## src/rtl/union_field_regbank.sv

```systemverilog
// Bank of packed-union registers with whole-word and per-field write/read views and a 1-entry read output stage.
// Optional macro UNION_REGBANK_BYPASS_EN: a same-cycle read of the entry being written returns the post-write value.
module union_field_regbank #(
  parameter int unsigned FIELD_W = 4,
  parameter int unsigned NFIELDS = 2,
  parameter int unsigned DEPTH = 4,
  parameter logic [FIELD_W-1:0] INIT_FIELD = 4'hA,
  localparam int unsigned WORD_W = FIELD_W * NFIELDS,
  localparam int unsigned AW = (DEPTH > 1) ? $clog2(DEPTH) : 1,
  localparam int unsigned FIW = (NFIELDS > 1) ? $clog2(NFIELDS) : 1
) (
  input  logic              clk,
  input  logic              rst,
  input  logic              wr_valid,
  output logic              wr_ready,
  input  logic [AW-1:0]     wr_addr,
  input  logic              wr_view,
  input  logic [FIW-1:0]    wr_field,
  input  logic [WORD_W-1:0] wr_data,
  input  logic              rq_valid,
  output logic              rq_ready,
  input  logic [AW-1:0]     rq_addr,
  input  logic              rq_whole,
  input  logic [FIW-1:0]    rq_field,
  output logic              rd_valid,
  input  logic              rd_ready,
  output logic [WORD_W-1:0] rd_data
);

  typedef union packed {
    logic [WORD_W-1:0]                word;
    logic [NFIELDS-1:0][FIELD_W-1:0]  fields;
  } entry_t;

  localparam logic [AW:0]  DEPTH_L = (AW + 1)'(DEPTH);
  localparam logic [FIW:0] NFIELDS_L = (FIW + 1)'(NFIELDS);

  entry_t      mem [DEPTH];
  entry_t      wr_merged;
  entry_t      rd_src;
  logic [WORD_W-1:0] rd_next;
  logic        wr_fire;
  logic        wr_en;
  logic        wr_addr_ok;
  logic        wr_field_ok;
  logic        rq_fire;
  logic        rq_addr_ok;
  logic        rq_field_ok;

  assign wr_ready    = !rst;
  assign rq_ready    = !rst && (!rd_valid || rd_ready);
  assign wr_fire     = wr_valid && wr_ready;
  assign rq_fire     = rq_valid && rq_ready;
  assign wr_addr_ok  = {1'b0, wr_addr} < DEPTH_L;
  assign wr_field_ok = {1'b0, wr_field} < NFIELDS_L;
  assign rq_addr_ok  = {1'b0, rq_addr} < DEPTH_L;
  assign rq_field_ok = {1'b0, rq_field} < NFIELDS_L;
  // Out-of-range targets are accepted but leave storage untouched.
  assign wr_en       = wr_fire && wr_addr_ok && (!wr_view || wr_field_ok);

  // Post-write image of the addressed entry; a field write merges into the old word.
  always_comb begin
    wr_merged = '0;
    if (wr_addr_ok) begin
      wr_merged = mem[wr_addr];
    end
    if (!wr_view) begin
      wr_merged.word = wr_data;
    end else if (wr_field_ok) begin
      wr_merged.fields[wr_field] = wr_data[FIELD_W-1:0];
    end
  end

  // Storage update; independent of read backpressure.
  always_ff @(posedge clk) begin
    if (rst) begin
      for (int i = 0; i < int'(DEPTH); i++) begin
        mem[i] <= {NFIELDS{INIT_FIELD}};
      end
    end else if (wr_en) begin
      mem[wr_addr] <= wr_merged;
    end
  end

  // Read source word, then whole/field selection with zero extension.
  always_comb begin
    rd_src = '0;
    if (rq_addr_ok) begin
      rd_src = mem[rq_addr];
`ifdef UNION_REGBANK_BYPASS_EN
      if (wr_en && (wr_addr == rq_addr)) begin
        rd_src = wr_merged;
      end
`endif
    end
    rd_next = '0;
    if (rq_whole) begin
      rd_next = rd_src.word;
    end else if (rq_field_ok) begin
      rd_next = WORD_W'(rd_src.fields[rq_field]);
    end
  end

  // Single-entry output stage; data holds after the consumer drains it.
  always_ff @(posedge clk) begin
    if (rst) begin
      rd_valid <= 1'b0;
      rd_data  <= '0;
    end else if (rq_fire) begin
      rd_valid <= 1'b1;
      rd_data  <= rd_next;
    end else if (rd_ready) begin
      rd_valid <= 1'b0;
    end
  end

endmodule

```

## config.mk

```make
export PLATFORM = sky130hd
export DESIGN_NAME = union_field_regbank
export DESIGN_NICKNAME = d
export VERILOG_FILES = /design/src/rtl/union_field_regbank.sv
export SDC_FILE = /design/constraint.sdc
export NUM_CORES = 1
export LEC_CHECK = 0
export CORE_AREA = 2 2 62 108
export DETAILED_ROUTE_END_ITERATION = 16
export DIE_AREA = 0 0 64 110
export GPL_TIMING_DRIVEN = 0
export PLACE_DENSITY = 0.57
export SLEW_MARGIN = 15
export SYNTH_ARGS = -nofsm -noshare
export SYNTH_HDL_FRONTEND = slang
export SYNTH_SLANG_ARGS = --single-unit
```

## constraint.sdc

```tcl
create_clock -name clk -period 2.9 [get_ports clk]
set_input_delay 0.435 -clock clk [delete_from_list [all_inputs] [get_ports clk]]
set_output_delay 0.435 -clock clk [all_outputs]
set_load 0.02 [all_outputs]
```

Yosys cells after proc, flatten, opt, wreduce, memory -nomap -nowiden
Memory sizes are Yosys's and may differ from the RTL's.
Cells that the tools add are included.
{"block": "totals", "mem_count": 1, "register_bits": 9, "word_cells": 32, "output_inout_bits": 11, "ram_bits": 32, "inputBits": 21}
{"block": "classes", "mux": 17, "n_lt_le_gt_ge": 3, "reduce_logical": 9}
{"name": "mem", "words": 4, "word_bits": 8, "read_ports": 2, "rd_clocked_by_memory_dff": 0, "wr": 4, "line_no": "38", "text": "entry_t mem [DEPTH];"}
{"op": "8-bit two-way mux", "count": 3}
{"op": "4-bit two-way mux", "count": 3}
{"op": "8-bit bitwise mux", "count": 1}
{"op": "1-bit two-way mux", "count": 8}
{"op": "8-bit OR reduction", "count": 1}
{"op": "4-bit demux with 1-bit select", "count": 1}
{"op": "1-bit logical AND", "count": 4}
{"op": "1-bit by 2-bit less-than comparator with 1-bit output (second input constant)", "count": 2}
{"op": "1-bit logical NOT", "count": 2}
{"op": "2-bit two-way mux", "count": 1}
{"op": "2-bit nonzero test", "count": 1}
{"op": "1-bit greater-or-equal comparator (second input constant)", "count": 1}
{"op": "1-bit logical OR", "count": 1}

Depth between registers and ports, before layout
Gate-level depths: netlist (run 1).
{"block": "depth", "word_depth": 7, "ltp_mapped": 6, "depth_no_buf": 4}

Worst setup path after synthesis (run 1)
OpenSTA, ideal clock, no wires.
{"block": "synth_path", "kind": "input port to flip-flop", "start": "input rst", "end": "memory mem[0][0] in the netlist's numbering (enable)", "path_slack_ns": 1.097, "required_time_ns": 2.571, "setup_ns": 0.329, "path_buffers": 1, "t_arrival_ns": 1.475, "cell_stages": 4, "cell_sequence": "buf_2 -> nand2b_1 -> or3_2 -> nand2_1"}
{"item": "from (decl)", "line_no": "13", "text": "input logic rst,"}
{"item": "to (decl)", "line_no": "38"}

==> results of run 1 <==
==> worst max path at each step <==
| stage | endpoint | slack, ns | cells after the start |
|---|---|---|---|
| floorplan | mem[0][0] | 1.10 | 4 |
| global placement | mem[1][7] | 0.36 | 4 |
| detailed placement | mem[1][5] | 0.35 | 4 |
| CTS | mem[1][6] | 0.66 | 4 |
| global route | mem[1][4] | 0.54 | 4 |
| finish | mem[1][4] | 0.62 | 4 |
==> kinds of logic (layout without fill, tap and decap cells) <==
family,Yosys count,in the layout
AND/OR/NAND/NOR,79,79
flip-flops,41,41
multiplexers,20,20
AO/OA/AOI/OAI,13,13
buffers and inverters,13,46
==> power by group <==
part           total [W]  internal [W]  switching [W]
clock network   0.000375      0.000170       0.000205
logic           0.000186     0.0000887      0.0000973
registers       0.000671      0.000659      0.0000116
==> state kept, by name (all words and copies together), names as in the netlist <==
register and count:
rd_valid 1, rd_data 8, mem 32
==> placed cells by master (no fill, tap or decap), types with 4 or more instances in the layout <==
cell and n:
nand2_1 34, edfxtp_1 32, clkdlybuf4s50_1 25, nor2_1 18
mux4_2 10, dfxtp_1 9, mux4_1 6, nor2b_1 6
nand3_1 6, and3_1 6, a21oi_1 5, clkbuf_8 5
buf_2 4, clkbuf_1 4, o22ai_2 4, inv_1 4
a221o_1 4
==> stage by stage <==
step                instance area [um2]  instances  power (W)
floorplan                          2110        166   0.000796
global placement                   2460        271   0.000870
detailed placement                 2460        271   0.000873
CTS                                2550        279    0.00125
global route                       2550        279    0.00128
finish                             2550        279    0.00123
==> layer usage <==
layer,up-vias,share of wire,track usage
li1,681,-,-
met1,703,0.34,0.135
met2,34,0.62,0.333
met3,5,0.028,0.0223
met4,0,0.017,0.0652
met5,-,0,0
==> worst max-delay path: cells and delay by family <==
| kind | cells | cell delay (ns) |
|---|---|---|
| AND/OR/NAND/NOR | 3 | 1.29 |
| buffers and inverters | 1 | 0.51 |
==> area by class of cell <==
type,instances,area [um2],share of cell area
Buffer,9,57.6,0.0226
Multi-Input combinational cell,112,900,0.353
Clock buffer,6,72.6,0.0284
Tap cell,80,100,0.0392
Clock inverter,2,15.0,0.00589
Sequential cell,41,1140,0.447
Inverter,4,15.0,0.00589
Timing Repair Buffer,25,250,0.0981
==> results.toml, run 1 <==
[sta]
rsz0062_at_grt = "no"
period_minus_slack_ns = 2.28
slew_headroom = 0.532
drv_slew = 0
worst_clock_skew_ns = 0.00754
period_share = 0.785
worst_slack_ns = 0.625
max_clock_freq_ghz = 0.440
whs_ns = 0.456
finalHoldViolations = 0
worstMarginPinSlew_ns = 0.701
finalSetupViolCount = 0
timing.setup.tns_ns = 0

[clock_network]
cts.clk_slew.worst_paths_ns = 0.08
root_buffer = "clkbuf_8"
cts_resized = 0
htree_levels = 2
cts_buffers = 5
cts_tree = "built"
cts_setup_buffers = 0
hold_buffers = 0
clk_latency_ns = 0.29
clkSinkCount = 41
clk_path_buf_depth = 2

[die]
die_w_um = 64
die-area_um2 = 7040
rows = 38
fp.coreArea_um2 = 6130
start_util = 0.345
pin_count = 32
die_h_um = 110

[synthesis]
synth_cells = 166
ys_seq_elements = 41
synth_area_per_cell_um2 = 12.7
netlist.area_leader.share = 0.455
synth_area_um2 = 2110
synth_fa_ha_area_frac = 0
synthMuxAreaShare = 0.201
post_synth_and_or_nand_nor_area_fraction = 0.170
synth.most_common_cell = "nand2_1"
synth_area_leader_cell = "edfxtp_1"
synthTopCellsByCount = "nand2_1, edfxtp_1, nor2_1"
syn-num-nets = 187
synth_seq_area_share = 0.540
synth_flop_cell = "edfxtp_1"
synth_top_family_by_area = "multiplexers"
synth.distinct_cells = 26
synth_edf_count = 32
synth.area.top_cells = "edfxtp_1, mux4_2, dfxtp_1"
synth_compound_area_frac = 0.0545
ys_async_sr_fraction = 0
synth_xor_area_frac = 0
yosysWarnings = 0

[global_routing]
antenna_found_initial = 0
grt_use_total = 0.155
grt_pass1_vias = 1545
grt-ovfl-total = 0
grt_max_degree = 14
grt_pass1_wl_um = 7880

[run]
cap_violations = 0

[setup_path]
worst_r2r_endpoint = "mem[3][7]"
cp_slowest_stage_delay_ns = 0.59
cp.required_ns = 2.86
r2r-start = "mem[1][7]"
r2r_slack_ns = 1.25
worst-path-max-fanout = 8
crit_path_top_delay_cell = "nor2b_1"
worstSetupPathType = "input pin to register"
worstPathArrival_ns = 2.23
path_cells = "clkdlybuf4s50_1, nor2b_1, nand3b_1, nand2_1"
cp-end-kind = "register"
worst_setup_path_start_kind = "input pin"
startpoint = "wr_valid"
r2r_cells = 4

[routing]
post-route-drc-count = 0
vias = 1423
firstDrtPassIters = 4
drt-initial-drc-count = 52
viasPerCell = 5.10
wl_um = 4970
wl_per_cell_um = 17.8
postRouteAntennaNets = 0

[placed_design]
io_buffers = 25
place_ws_ns = 0.346
hpwlAfterDp_um = 4000
gp_congestion = 0.745

[pwr]
ir_worst_vdd_mv = 0.148
p_leak_nw = 0.868
power_density_nw_per_um2 = 483

[cells_and_area]
nNetsFinal = 219
area_growth_pct = 20.7
drive_above_1_share = 0.161
n_antenna_cell = 0
fillCellCount = 574
final_util = 0.416

[hold_path]
hold_class = "register to register"
min-delay-start = "rd_data[4]"
hold_end = "rd_data[4]"
hold_depth = 2

[run_status]
run_status = "finished clean"
Note: power is estimated with default switching activity, not from simulation.
==> run 2, diff against run 1 <==
Settings changed: PLACE_DENSITY 0.57 to 0.59.
Clock period 2.9 ns to 2 ns, I/O delays scaled along.
==> run 2 against run 1 <==
Compared with the run above: global-route usage decreased by 0.63 points; final area up 0.15%; register-to-register slack worse by 0.89 ns; sequential power increased by 45%; critical path type unchanged.
==> results.toml, run 2 (synthesis gave the netlist of run 1 again) <==
[sta]
drv_slew = 0
period_minus_slack_ns = 1.97
slew_headroom = 0.634
max_clock_freq_ghz = 0.508
worstMarginPinSlew_ns = 0.548
worst_clock_skew_ns = 0.00861
finalHoldViolations = 0
worst_slack_ns = 0.0322
period_share = 0.984
rsz0062_at_grt = "no"
finalSetupViolCount = 0

[cells_and_area]
most-common-layout-cells = "nand2_1, edfxtp_1, clkdlybuf4s50_1"
reg.largest.list = "mem: 32 flops, rd_data: 8 flops, rd_valid: 1 flops"
area_growth_pct = 20.9
largest_register_ffs = 32
fillCellCount = 566
seqCellArea_um2 = 1140
n_antenna_cell = 0
nNetsFinal = 219
stdcell_count = 279
drive_above_1_share = 0.176
largest-register = "mem"
multi_input_area_um2 = 905
layout.cells.most_common = "nand2_1"

[die]
start_util = 0.345
die-area_um2 = 7040
die_w_um = 64
rows = 38
die_h_um = 110
pin_count = 32
fp.coreArea_um2 = 6130

[pwr]
power_density_nw_per_um2 = 691
ir_worst_vdd_mv = 0.241
p_leak_nw = 0.875

[clock_network]
clk_latency_ns = 0.30
cts_buffers = 5
cts_resized = 2
hold_buffers = 0
clkSinkCount = 41
clk_path_buf_depth = 2
cts_tree = "built"
cts_setup_buffers = 0
htree_levels = 2
root_buffer = "clkbuf_8"
cts.clk_slew.worst_paths_ns = 0.08

[placed_design]
hpwlAfterDp_um = 3830
io_buffers = 25
numPlacedInstances = 271
place_ws_ns = -0.399
gp_congestion = 0.743

[setup_path]
worst-path-max-fanout = 10
cp-end-kind = "register"
path_buf_inv = 2
cp_slowest_stage_delay_ns = 0.67
cp.required_ns = 2.05
crit_path_top_delay_cell = "clkdlybuf4s50_1"
worstPathArrival_ns = 2.02
worstSetupPathType = "input pin to register"
worst_setup_path_start_kind = "input pin"
critical_path.top_delay_family = "buffers and inverters"
path_cells = "clkdlybuf4s50_1, buf_2, mux4_2, mux2_2, nand2_2, nor2_1"

[routing]
firstDrtPassIters = 4
viasPerCell = 5.11
vias = 1427
post-route-drc-count = 0
wl_per_cell_um = 17.1
postRouteAntennaNets = 0
drt-initial-drc-count = 84
wl_um = 4780

[global_routing]
grtUsageMet1 = 0.137
grt_pass1_wl_um = 7470
grt_max_degree = 14
gr-max-usage-layer = "met2"
grt_pass1_vias = 1461
grt_use_total = 0.149
antenna_found_initial = 0
gr-usage-met2 = 0.298
grt-ovfl-total = 0
met3_usage = 0.0305

[run_status]
run_status = "finished clean"

[hold_path]
hold_class = "input pin to register"

[run]
cap_violations = 0
run 2: cell types whose count changed in the layout (fill, tap and decap cells not counted), sizes merged:
cell,previous run,this run
clkbuf,9,8
clkinvlp,2,1
clkinv,0,2
run 2: layout make-up:
type                    instances  area share
flip-flops and latches         41       0.447
well taps                      80      0.0392
repair buffers                 25      0.0979
plain buffers                   9      0.0225
multi-input cells             112       0.354
clock inverters                 3     0.00686
clock buffers                   5      0.0269
inverters                       4     0.00588
run 2: power by group:
group          switching, W  internal [W]
clock              0.000281      0.000241
combinational      0.000141      0.000129
sequential        0.0000171      0.000956
run 2: per-layer routing:
layer  routed length, um  share of wire  vias to the layer above
met1                1700           0.35                      702
met2                2840           0.59                       35
met4                  96          0.020                        0
li1                    -              -                      684
met5                   0              0                        -
met3                 150          0.031                        6
run 2: per-stage QoR:
stage	util	instance area, um2	power, W	hold slack, ns	TNS [ns]
6_report	0.417	2550	0.00176	0.305	0
5_1_grt	0.417	2550	0.00186	0.322	0
4_1_cts	0.417	2550	0.00179	0.301	0
3_5_place_dp	0.402	2460	0.00126	0.448	-11.89
3_3_place_gp	0.402	2460	0.00126	0.440	-10.75
2_1_floorplan	-	2110	0.00115	0.421	0
run 2: worst paths after layout:
| check | start | end | slack, ns | cells after the start |
|---|---|---|---|---|
| setup / recovery | wr_addr[1] | mem[1][2] | 0.03 | 6 |
| hold / removal | rst | rd_data[5] | 0.30 | 2 |
| setup reg to reg | mem[1][6] | mem[2][6] | 0.36 | 4 |
| hold reg to reg | rd_data[5] | rd_data[5] | 0.46 | 2 |
==> run 3, diff against run 2 <==
Settings changed: PLACE_DENSITY 0.59 to 0.57.
Clock period 2 ns to 2.5 ns, I/O delays scaled along.
==> results of run 3 <==
The final DEF is identical to that of run 1. Status: finished clean.
Main changes from that run: setup slack after placement 0.346 ns -> 0.00575 ns; setup slack after layout 0.625 ns -> 0.285 ns; hold slack 0.456 ns -> 0.406 ns; register-to-register setup slack 1.25 ns -> 0.85 ns; total power 0.00123 W -> 0.00143 W; worst IR drop on VDD 0.148 mV -> 0.172 mV
